File: config.mk
export PLATFORM = sky130hd
export DESIGN_NAME = fetch_align_flat
export DESIGN_NICKNAME = d
export VERILOG_FILES = /design/src/rtl/fetch_align_pkg.sv /design/src/rtl/fetch_align_if.sv /design/src/rtl/fetch_buffer.sv /design/src/rtl/fetch_align.sv /design/src/flat_wrapper.sv
export SDC_FILE = /design/constraint.sdc
export NUM_CORES = 1
export LEC_CHECK = 0
export ABC_AREA = 1
export BUFFER_PORTS_ARGS = -buffer_cell sky130_fd_sc_hd__buf_4
export CAP_MARGIN = 25
export CORE_MARGIN = 4
export CORE_UTILIZATION = 54
export CTS_BUF_LIST = sky130_fd_sc_hd__clkbuf_16
export DETAILED_ROUTE_END_ITERATION = 6
export PLACE_DENSITY = 0.83
export SYNTH_ARGS = -nofsm -noshare
export SYNTH_HDL_FRONTEND = slang
export SYNTH_SLANG_ARGS = --single-unit
File: constraint.sdc
create_clock -name clock -period 2.8 [get_ports clock]
set_input_delay 0.56 -clock clock [delete_from_list [all_inputs] [get_ports clock]]
set_output_delay 0.56 -clock clock [all_outputs]
set_load 0.01 [all_outputs]
File: src/rtl/fetch_align_pkg.sv
// Shared types and constants for the RV32 fetch aligner: RVC quadrant encodings
// and the aligned-instruction bundle handed to decode.
package fetch_align_pkg;

    localparam int half_w     = 16;
    localparam int quadrant_w = 2;

    localparam logic [quadrant_w-1:0] opcode_c0 = 2'b00;
    localparam logic [quadrant_w-1:0] opcode_c1 = 2'b01;
    localparam logic [quadrant_w-1:0] opcode_c2 = 2'b10;

    typedef struct packed {
        logic [31:0] instr;
        logic [31:0] pc;
        logic        comp;
        logic        valid;
    } fetch_out_t;

    // Any quadrant other than 2'b11 marks a 16-bit compressed encoding.
    function automatic logic is_compressed(input logic [half_w-1:0] half);
        return (half[quadrant_w-1:0] == opcode_c0) ||
               (half[quadrant_w-1:0] == opcode_c1) ||
               (half[quadrant_w-1:0] == opcode_c2);
    endfunction

endpackage

File: src/rtl/fetch_align_if.sv
// Fetch aligner bus bundle: instruction-memory request/response, redirect,
// and the aligned instruction handshake towards decode.
interface fetch_align_if;

    logic        imem_valid;
    logic [31:0] imem_addr;
    logic        imem_ready;
    logic        imem_rvalid;
    logic [31:0] imem_rdata;
    logic        flush;
    logic [31:0] flush_pc;
    logic        instr_valid;
    logic [31:0] instr;
    logic [31:0] instr_pc;
    logic        instr_comp;
    logic        instr_ready;

    modport master (
        output imem_valid, imem_addr,
        input  imem_ready, imem_rvalid, imem_rdata,
        input  flush, flush_pc,
        output instr_valid, instr, instr_pc, instr_comp,
        input  instr_ready
    );

    modport slave (
        input  imem_valid, imem_addr,
        output imem_ready, imem_rvalid, imem_rdata,
        output flush, flush_pc,
        input  instr_valid, instr, instr_pc, instr_comp,
        output instr_ready
    );

endinterface

File: src/rtl/fetch_buffer.sv
// Halfword circular FIFO for the fetch aligner: up to two pushes and two pops
// per cycle, synchronous clear, and a two-entry peek at the head.
module fetch_buffer
    import fetch_align_pkg::*;
#(
    parameter int depth = 8
) (
    input  logic                    clock,
    input  logic                    reset,
    input  logic                    clear,
    input  logic [1:0]              push_n,
    input  logic [half_w-1:0]       push_lo,
    input  logic [half_w-1:0]       push_hi,
    input  logic [1:0]              pop_n,
    output logic [$clog2(depth):0]  count,
    output logic [half_w-1:0]       head0,
    output logic [half_w-1:0]       head1
);

    localparam int aw = $clog2(depth);

    logic [half_w-1:0] mem [depth];
    logic [aw-1:0]     wr_ptr;
    logic [aw-1:0]     rd_ptr;
    logic [aw:0]       cnt_q;

    // Storage needs no reset; occupancy is tracked by the pointers alone.
    always_ff @(posedge clock) begin
        if (push_n != 2'd0) begin
            mem[wr_ptr] <= push_lo;
        end
        if (push_n == 2'd2) begin
            mem[wr_ptr + aw'(1)] <= push_hi;
        end
    end

    always_ff @(posedge clock or negedge reset) begin
        if (!reset) begin
            wr_ptr <= '0;
            rd_ptr <= '0;
            cnt_q  <= '0;
        end else if (clear) begin
            wr_ptr <= '0;
            rd_ptr <= '0;
            cnt_q  <= '0;
        end else begin
            wr_ptr <= wr_ptr + aw'(push_n);
            rd_ptr <= rd_ptr + aw'(pop_n);
            cnt_q  <= cnt_q + (aw+1)'(push_n) - (aw+1)'(pop_n);
        end
    end

    assign count = cnt_q;
    assign head0 = mem[rd_ptr];
    assign head1 = mem[rd_ptr + aw'(1)];

endmodule

File: src/rtl/fetch_align.sv
// Instruction fetch aligner: issues word fetches, buffers halfwords and hands
// decode one aligned 16- or 32-bit instruction per handshake, with redirect flush.
module fetch_align
    import fetch_align_pkg::*;
#(
    parameter int          depth    = 8,
    parameter logic [31:0] reset_pc = 32'h0
) (
    input  logic          clock,
    input  logic          reset,
    fetch_align_if.master bus
);

    localparam int cw = $clog2(depth) + 1;

    logic [31:0]       fpc;
    logic [31:0]       hpc;
    logic [1:0]        out_cnt;
    logic [1:0]        dsc;
    logic              skip;

    logic [cw-1:0]     cnt;
    logic [half_w-1:0] head0;
    logic [half_w-1:0] head1;
    logic [1:0]        push_n;
    logic [1:0]        pop_n;
    logic [half_w-1:0] push_lo;
    logic [half_w-1:0] push_hi;
    logic [cw:0]       free_slots;
    logic [cw:0]       need_slots;
    logic              issue_ok;
    logic              accept;
    logic              consume;
    logic              head_comp;
    fetch_out_t        fout;

    fetch_buffer #(.depth(depth)) u_buffer (
        .clock   (clock),
        .reset   (reset),
        .clear   (bus.flush),
        .push_n  (push_n),
        .push_lo (push_lo),
        .push_hi (push_hi),
        .pop_n   (pop_n),
        .count   (cnt),
        .head0   (head0),
        .head1   (head1)
    );

    // Only request when every outstanding response, plus this one, is guaranteed room.
    assign free_slots = (cw+1)'(depth) - {1'b0, cnt};
    assign need_slots = (cw+1)'({out_cnt, 1'b0} + 3'd2);
    assign issue_ok   = (out_cnt < 2'd2) && (free_slots >= need_slots) && !bus.flush;
    assign accept     = issue_ok && bus.imem_ready;

    assign bus.imem_valid = reset && issue_ok;
    assign bus.imem_addr  = fpc;

    assign head_comp = is_compressed(head0);
    assign consume   = fout.valid && bus.instr_ready && !bus.flush;
    assign pop_n     = consume ? (head_comp ? 2'd1 : 2'd2) : 2'd0;

    // A pending skip means the redirect landed mid-word, so its low half is stale.
    always_comb begin
        push_n  = 2'd0;
        push_lo = bus.imem_rdata[15:0];
        push_hi = bus.imem_rdata[31:16];
        if (bus.imem_rvalid && !bus.flush && dsc == 2'd0) begin
            if (skip) begin
                push_n  = 2'd1;
                push_lo = bus.imem_rdata[31:16];
            end else begin
                push_n  = 2'd2;
            end
        end
    end

    always_comb begin
        fout       = '0;
        fout.pc    = hpc;
        fout.valid = (cnt != '0 && head_comp) || (cnt >= cw'(2) && !head_comp);
        if (fout.valid) begin
            fout.comp  = head_comp;
            fout.instr = head_comp ? {16'h0, head0} : {head1, head0};
        end
    end

    assign bus.instr_valid = fout.valid;
    assign bus.instr       = fout.instr;
    assign bus.instr_pc    = fout.pc;
    assign bus.instr_comp  = fout.comp;

    // A response landing in the flush cycle is dropped here, so it is not left in dsc.
    always_ff @(posedge clock or negedge reset) begin
        if (!reset) begin
            fpc     <= reset_pc & ~32'h3;
            hpc     <= reset_pc & ~32'h1;
            out_cnt <= 2'd0;
            dsc     <= 2'd0;
            skip    <= reset_pc[1];
        end else if (bus.flush) begin
            fpc     <= bus.flush_pc & ~32'h3;
            hpc     <= bus.flush_pc & ~32'h1;
            skip    <= bus.flush_pc[1];
            out_cnt <= out_cnt - {1'b0, bus.imem_rvalid};
            dsc     <= out_cnt - {1'b0, bus.imem_rvalid};
        end else begin
            if (accept) begin
                fpc <= fpc + 32'd4;
            end
            hpc     <= hpc + {29'd0, pop_n, 1'b0};
            out_cnt <= out_cnt + {1'b0, accept} - {1'b0, bus.imem_rvalid};
            if (bus.imem_rvalid && dsc != 2'd0) begin
                dsc <= dsc - 2'd1;
            end
            if (bus.imem_rvalid && dsc == 2'd0) begin
                skip <= 1'b0;
            end
        end
    end

endmodule

File: src/flat_wrapper.sv
// flat-port wrapper written by rule: the top's interface ports become plain ports
module fetch_align_flat import fetch_align_pkg::*;
#(
    parameter int          depth    = 8,
    parameter logic [31:0] reset_pc = 32'h0
)
  (clock, reset, bus_imem_valid, bus_imem_addr, bus_imem_ready, bus_imem_rvalid, bus_imem_rdata, bus_flush, bus_flush_pc, bus_instr_valid, bus_instr, bus_instr_pc, bus_instr_comp, bus_instr_ready);
  fetch_align_if bus_i ();
  input  logic clock;
  input  logic reset;
  output wire logic [$bits(bus_i.imem_valid)-1:0] bus_imem_valid;
  output wire logic [$bits(bus_i.imem_addr)-1:0] bus_imem_addr;
  input wire logic [$bits(bus_i.imem_ready)-1:0] bus_imem_ready;
  input wire logic [$bits(bus_i.imem_rvalid)-1:0] bus_imem_rvalid;
  input wire logic [$bits(bus_i.imem_rdata)-1:0] bus_imem_rdata;
  input wire logic [$bits(bus_i.flush)-1:0] bus_flush;
  input wire logic [$bits(bus_i.flush_pc)-1:0] bus_flush_pc;
  output wire logic [$bits(bus_i.instr_valid)-1:0] bus_instr_valid;
  output wire logic [$bits(bus_i.instr)-1:0] bus_instr;
  output wire logic [$bits(bus_i.instr_pc)-1:0] bus_instr_pc;
  output wire logic [$bits(bus_i.instr_comp)-1:0] bus_instr_comp;
  input wire logic [$bits(bus_i.instr_ready)-1:0] bus_instr_ready;
  assign bus_imem_valid = bus_i.imem_valid;
  assign bus_imem_addr = bus_i.imem_addr;
  assign bus_i.imem_ready = bus_imem_ready;
  assign bus_i.imem_rvalid = bus_imem_rvalid;
  assign bus_i.imem_rdata = bus_imem_rdata;
  assign bus_i.flush = bus_flush;
  assign bus_i.flush_pc = bus_flush_pc;
  assign bus_instr_valid = bus_i.instr_valid;
  assign bus_instr = bus_i.instr;
  assign bus_instr_pc = bus_i.instr_pc;
  assign bus_instr_comp = bus_i.instr_comp;
  assign bus_i.instr_ready = bus_instr_ready;
  fetch_align #(.depth(depth), .reset_pc(reset_pc)) u_core (.clock(clock), .reset(reset), .bus(bus_i));
endmodule
==> flow_summary.json, run 1 <==
{
  "drt_iter0_drc": 2321,
  "synth-edff-count": 128,
  "power.density_nw_per_um2": 773,
  "crit_fanout": 50,
  "path_class": "reg -> out",
  "dp_hpwl_um": 29800,
  "drv_cap": 0,
  "wirelength_um": 49200,
  "drc": 14,
  "dieArea_um2": 27300,
  "synth_top_area_cell": "edfxtp_1",
  "mostFrequentLayoutCells": "502 x nand2_1, 204 x buf_4, 145 x inv_1",
  "clk_path_buf_depth": 3,
  "cts_tree": "yes",
  "post-route-period-util_pct": 110,
  "antenna_cells": 0,
  "htree_levels": 1,
  "area_growth_pct": 29.9,
  "finalWeightedCongestion": 0.913,
  "syn_inst": 1768,
  "core_um2": 24300,
  "wl_per_cell_um": 21.3,
  "synth_warnings": 0,
  "ir_drop_v": 0.000695,
  "vias": 14212,
  "die_height_um": 165,
  "rsz0062_at_grt": "yes",
  "pre_cts_ws_ns": -0.138,
  "tns_ns": -5.12,
  "finalClockSkew_ns": 0.0186,
  "vias_per_cell": 6.15,
  "worstSkewPairLatency_ns": 0.53,
  "ios": 169,
  "worstMarginPinSlew_ns": 0.596,
  "drv_slew": 0,
  "start_util_pct": 54.9,
  "final_common_cell": "nand2_1",
  "violations": "DRC, setup timing",
  "io_buffers": 164,
  "cts_root_buf": "clkbuf_16",
  "hp-class": "in -> reg",
  "fin_nets": 2066,
  "synth_top_cell_area_share_pct": 28.8,
  "synth_flop_cell": "edfxtp_1",
  "cts_buffers": 24,
  "grt_overflow": 0,
  "clk_pin_slew_worst_paths_ns": 0.06,
  "dr.pass1.iters": 7,
  "setup_viol": 35,
  "grt_pass1_wl_um": 72500,
  "dp_cells": 2231,
  "cp.required_ns": 2.24,
  "instances_no_fill": 2310,
  "status": "complete, but fails checks",
  "end_kind": "output pin",
  "cts_sinks": 204,
  "antenna_found_initial": 1,
  "fin_crit_ns": 3.09,
  "drtAntennaViolNets": 0,
  "synth_area_leaders": "edfxtp_1 29%, nand2_1 14%, dfrtp_1 14%",
  "crit_arrival_ns": 2.53,
  "yosysSeqAreaShare_pct": 43.0,
  "timing.fmax_ghz": 0.324,
  "synth_cell_types": 42,
  "synth_area_um2": 13300,
  "die_w_um": 165,
  "grt_max_degree": 51,
  "hold_violations": 0,
  "grt.total_usage_pct": 34.2,
  "layout_setup_ws_ns": -0.289,
  "leakage_nw": 7.61,
  "relSlewSlack_pct": 60.3,
  "grt_pass1_vias": 13492,
  "avgSynthCellArea_um2": 7.55,
  "start_kind": "flip-flop",
  "drive_gt1_share_pct": 24.7,
  "row_count": 57,
  "async_flop_share_pct": 37.3,
  "synth_seq_cells": 204
}
==> flip-flops by register name, summed over array words and instances, names as in the netlist <==
name,count
u_core.bus.imem_addr,30
u_core.bus.instr_pc,31
u_core.dsc,2
u_core.out_cnt,2
u_core.skip,1
u_core.u_buffer.count,4
u_core.u_buffer.mem,128
u_core.u_buffer.rd_ptr,3
u_core.u_buffer.wr_ptr,3
==> through the flow <==
| stage | util [%] | hold WS, ns | power (mW) | cell area (um2) |
|---|---|---|---|---|
| 5_1_grt | 71.3 | 0.295 | 14.0 | 17300 |
| 3_5_place_dp | 62.4 | 0.499 | 8.41 | 15200 |
| 2_1_floorplan | - | 0.264 | 6.63 | 13400 |
| 4_1_cts | 69.3 | 0.268 | 12.5 | 16900 |
| 3_3_place_gp | 62.4 | 0.493 | 8.22 | 15200 |
| 6_report | 71.3 | 0.281 | 13.4 | 17300 |
==> routing by layer <==
layer | global-route usage [%] | routed length [um] | part of all wire [%]
met1 | 46.3 | 17800 | 36
met2 | 52.5 | 22200 | 45
met3 | 6.45 | 6350 | 13
met4 | 17.7 | 2750 | 5.6
met5 | 0 | 13 | 0.026
==> final timing paths <==
check,start,to,slack (ns),cells after the start
worst max-delay path,u_core.u_buffer.rd_ptr[0],bus_instr[5],-0.29,7
worst min-delay path,bus_flush_pc[2],u_core.bus.instr_pc[2],0.28,3
worst max register to register,u_core.u_buffer.rd_ptr[0],u_core.bus.instr_pc[15],-0.01,18
worst min register to register,u_core.dsc[1],u_core.dsc[1],0.53,1
max in group asynchronous,reset,u_core.u_buffer.rd_ptr[0],1.54,3
min in group asynchronous,reset,u_core.bus.instr_pc[26],0.51,2
==> kinds of logic (layout without fill, tap and decap cells) <==
kind of cell	count (synthesis)	in the layout	synth area share, %
multiplexers	1	1	0.0844
flip-flops	204	204	43.0
XOR/XNOR	31	31	2.17
other	1	3	0.0281
adder cells (fa/ha/maj)	28	28	2.91
AO/OA/AOI/OAI	457	457	18.9
buffers and inverters	253	469	8.24
AND/OR/NAND/NOR	793	793	24.7
==> cell usage after synthesis (3+ instances only) <==
master / instances
fa_1: 5
nand4_1: 8
a22oi_1: 13
o21ai_0: 188
nand2_2: 9
nor2_2: 4
nand3_1: 69
dfrtp_1: 76
buf_4: 16
a21boi_0: 8
o22ai_1: 3
o221ai_1: 13
buf_6: 5
nor3_1: 10
nor2_1: 154
xor2_1: 18
edfxtp_1: 128
o21ai_1: 77
xnor2_1: 12
clkbuf_1: 32
ha_1: 23
o21ai_2: 16
o21bai_1: 3
inv_2: 9
o31ai_1: 13
inv_1: 146
o21a_1: 7
nand3b_1: 17
nand2_1: 512
buf_2: 42
a21oi_1: 114
nor2_8: 3
==> report_power, final <==
part           switching [mW]  internal (mW)  total, mW
logic                    3.66           2.80       6.46
registers               0.397           3.55       3.94
clock network            1.29           1.70       2.99
total                    5.35           8.04       13.4
==> worst max-delay path: stages (launching register included) <==
cell	delay, ns
dfrtp_4	0.52
buf_6	0.15
clkbuf_8	0.26
a21oi_1	0.26
a22oi_1	0.18
o21ai_0	0.41
a21oi_4	0.04
buf_4	0.16
==> what timing repair did <==
item	CTS	global route
pin swaps	53	53
setup buffers	18	11
cloned	9	4
endpoints found under the hold margin	21	0
setup endpoints to repair	37	60
hold buffers	1	0
gates resized for setup	165	131
==> final cells by class <==
cell class | instances | area (um2)
tap | 324 | 405
timing repair buffer | 269 | 2600
sequential | 204 | 5750
fill | 1752 | 6990
inverter | 156 | 596
clock buffer | 25 | 626
clock inverter | 19 | 108
multi-input combinational | 1313 | 7250
No activity file was read; power rests on OpenSTA's default activity.
==> run 2, diff against run 1 <==
--- a/config.mk
+++ b/config.mk
@@ -8,6 +8,7 @@
 export ABC_AREA = 1
 export BUFFER_PORTS_ARGS = -buffer_cell sky130_fd_sc_hd__buf_4
 export CAP_MARGIN = 25
+export CORE_ASPECT_RATIO = 1.4
 export CORE_MARGIN = 4
 export CORE_UTILIZATION = 54
 export CTS_BUF_LIST = sky130_fd_sc_hd__clkbuf_16
==> run 2 against run 1 <==
Against the previous run:
- the run still ends with DRC, setup timing left
- count of clock-buffer cells in the layout down 4
- hold slack worse by 0.15 ns
- total power down 3.7%
- flip-flop and latch count unchanged
- design area down 1.1%
- non-clock buffer count down 4
- fmax down 2.9%
- register-to-register slack worse by 0.04 ns
- critical path type unchanged
- highest routed layer is now met4
- clock skew up 0.0053 ns
==> flow_summary.json, run 2 (synthesis results as in run 1) <==
{
  "hold_violations": 0,
  "fin_crit_ns": 3.18,
  "cp.required_ns": 2.24,
  "cts_tree": "yes",
  "drc": 1,
  "ios": 169,
  "crit_fanout": 29,
  "multi_input_area_um2": 7250,
  "end_kind": "output pin",
  "finalClockSkew_ns": 0.0239,
  "start_util_pct": 55.3,
  "top_register": "u_core.u_buffer.mem",
  "cts_sinks": 204,
  "ir_drop_v": 0.000588,
  "relSlewSlack_pct": 34.5,
  "wl_per_cell_um": 20.9,
  "setup_viol": 36,
  "worstMarginPinSlew_ns": 0.979,
  "grt_pass1_vias": 13468,
  "vias": 13804,
  "dieArea_um2": 27300,
  "dp_cells": 2218,
  "leakage_nw": 7.55,
  "power.total_mw": 12.9,
  "core_um2": 24100,
  "power.density_nw_per_um2": 752,
  "dr.pass1.iters": 7,
  "final_common_cell": "nand2_1",
  "drive_gt1_share_pct": 24.3,
  "cts_buffers": 21,
  "cts_hold_buf": 0,
  "seqCellArea_um2": 5750,
  "dp_hpwl_um": 30500,
  "finalWeightedCongestion": 0.960,
  "fin_nets": 2059,
  "grt_pass1_wl_um": 70200,
  "worstSkewPairLatency_ns": 0.52,
  "grt_overflow": 0,
  "vias_per_cell": 6.04,
  "pre_cts_ws_ns": -0.0580,
  "drtAntennaViolNets": 0,
  "htree_levels": 1,
  "cts_root_buf": "clkbuf_16",
  "crit_arrival_ns": 2.62,
  "grt_max_degree": 65,
  "mostFrequentLayoutCells": "504 x nand2_1, 214 x buf_4, 141 x o21ai_0",
  "drt_iter0_drc": 1383,
  "hp-class": "in -> async",
  "violations": "DRC, setup timing",
  "wirelength_um": 47700,
  "die_height_um": 194,
  "drv_slew": 0,
  "grt.total_usage_pct": 32.5,
  "clk_pin_slew_worst_paths_ns": 0.06,
  "die_w_um": 141,
  "timing.fmax_ghz": 0.314,
  "antenna_cells": 0,
  "status": "complete, but fails checks",
  "drv_cap": 0,
  "io_buffers": 164,
  "antenna_found_initial": 0,
  "row_count": 67,
  "instances_no_fill": 2286,
  "n_fill_cell": 1754,
  "clk_path_buf_depth": 3,
  "start_kind": "flip-flop",
  "post-route-period-util_pct": 114,
  "area_growth_pct": 28.4,
  "layout_setup_ws_ns": -0.383,
  "largest_reg_flops": 128,
  "path_class": "reg -> out",
  "rsz0062_at_grt": "yes"
}
-- run 2: cell count changes in the layout (fill, tap and decap cells not counted), sizes merged, moves of 3 or more --
cell / delta
inv: -3
buf: -4
clkbuf: -4
clkinv: -3
clkinvlp: +3
-- run 2: metal layers --
layer	global-route usage (%)	vias to the layer above	part of all wire [%]
met1	34.8	6369	32
li1	-	6287	-
met5	0	-	0
met3	5.53	263	9.3
met2	57.0	885	50
met4	23.3	0	8.4
-- run 2: critical path, cell delays in order, from the launching register on --
cell,delay (ns)
dfrtp_4,0.52
buf_6,0.15
buf_8,0.17
buf_16,0.20
o21ai_0,0.25
o21ai_0,0.18
nand2_1,0.11
o21ai_0,0.21
a21oi_2,0.17
buf_4,0.13
-- run 2: final cells by class --
class / count / share of cell area, %
Multi-Input combinational cell: 1313 / 42.3
Sequential cell: 204 / 33.6
Timing Repair Buffer: 265 / 14.5
Inverter: 156 / 3.58
Clock buffer: 21 / 3.07
Tap cell: 310 / 2.26
Clock inverter: 17 / 0.781
-- run 2: timing repair --
action | in CTS | in global routing
pin swaps | 23 | 67
gates cloned | 6 | 5
gates resized for setup | 107 | 158
endpoints found under the setup margin | 40 | 59
setup buffers | 12 | 14
-- run 2: through the flow --
step / hold WS (ns) / utilization, % / area (um2) / setup TNS, ns
after detailed placement: 0.503 / 62.7 / 15100 / -0.0816
after floorplan: 0.264 / - / 13400 / -8.18
after global placement: 0.489 / 62.7 / 15100 / -0.00907
after CTS: 0.154 / 68.1 / 16400 / -4.52
final: 0.133 / 71.0 / 17100 / -6.38
after global routing: 0.181 / 71.0 / 17100 / -10.76
-- run 2: worst paths after layout --
path,from,endpoint,slack [ns],cells past startpoint
worst min-delay path,reset,u_core.bus.imem_addr[29],0.13,2
min in group clock,bus_flush_pc[6],u_core.bus.instr_pc[6],0.28,3
max in group asynchronous,reset,u_core.u_buffer.rd_ptr[0],2.11,2
worst max register to register,u_core.u_buffer.rd_ptr[0],u_core.u_buffer.count[3],-0.05,18
worst max-delay path,u_core.u_buffer.rd_ptr[0],bus_instr[6],-0.38,9
worst min register to register,u_core.dsc[1],u_core.dsc[1],0.51,1
-- run 2: where the power goes --
| group | internal (mW) | switching [mW] | total [mW] | leakage [nW] |
|---|---|---|---|---|
| clock | 1.55 | 1.22 | 2.78 | 0.334 |
| combinational | 2.68 | 3.50 | 6.19 | 5.13 |
| sequential | 3.55 | 0.385 | 3.93 | 2.09 |
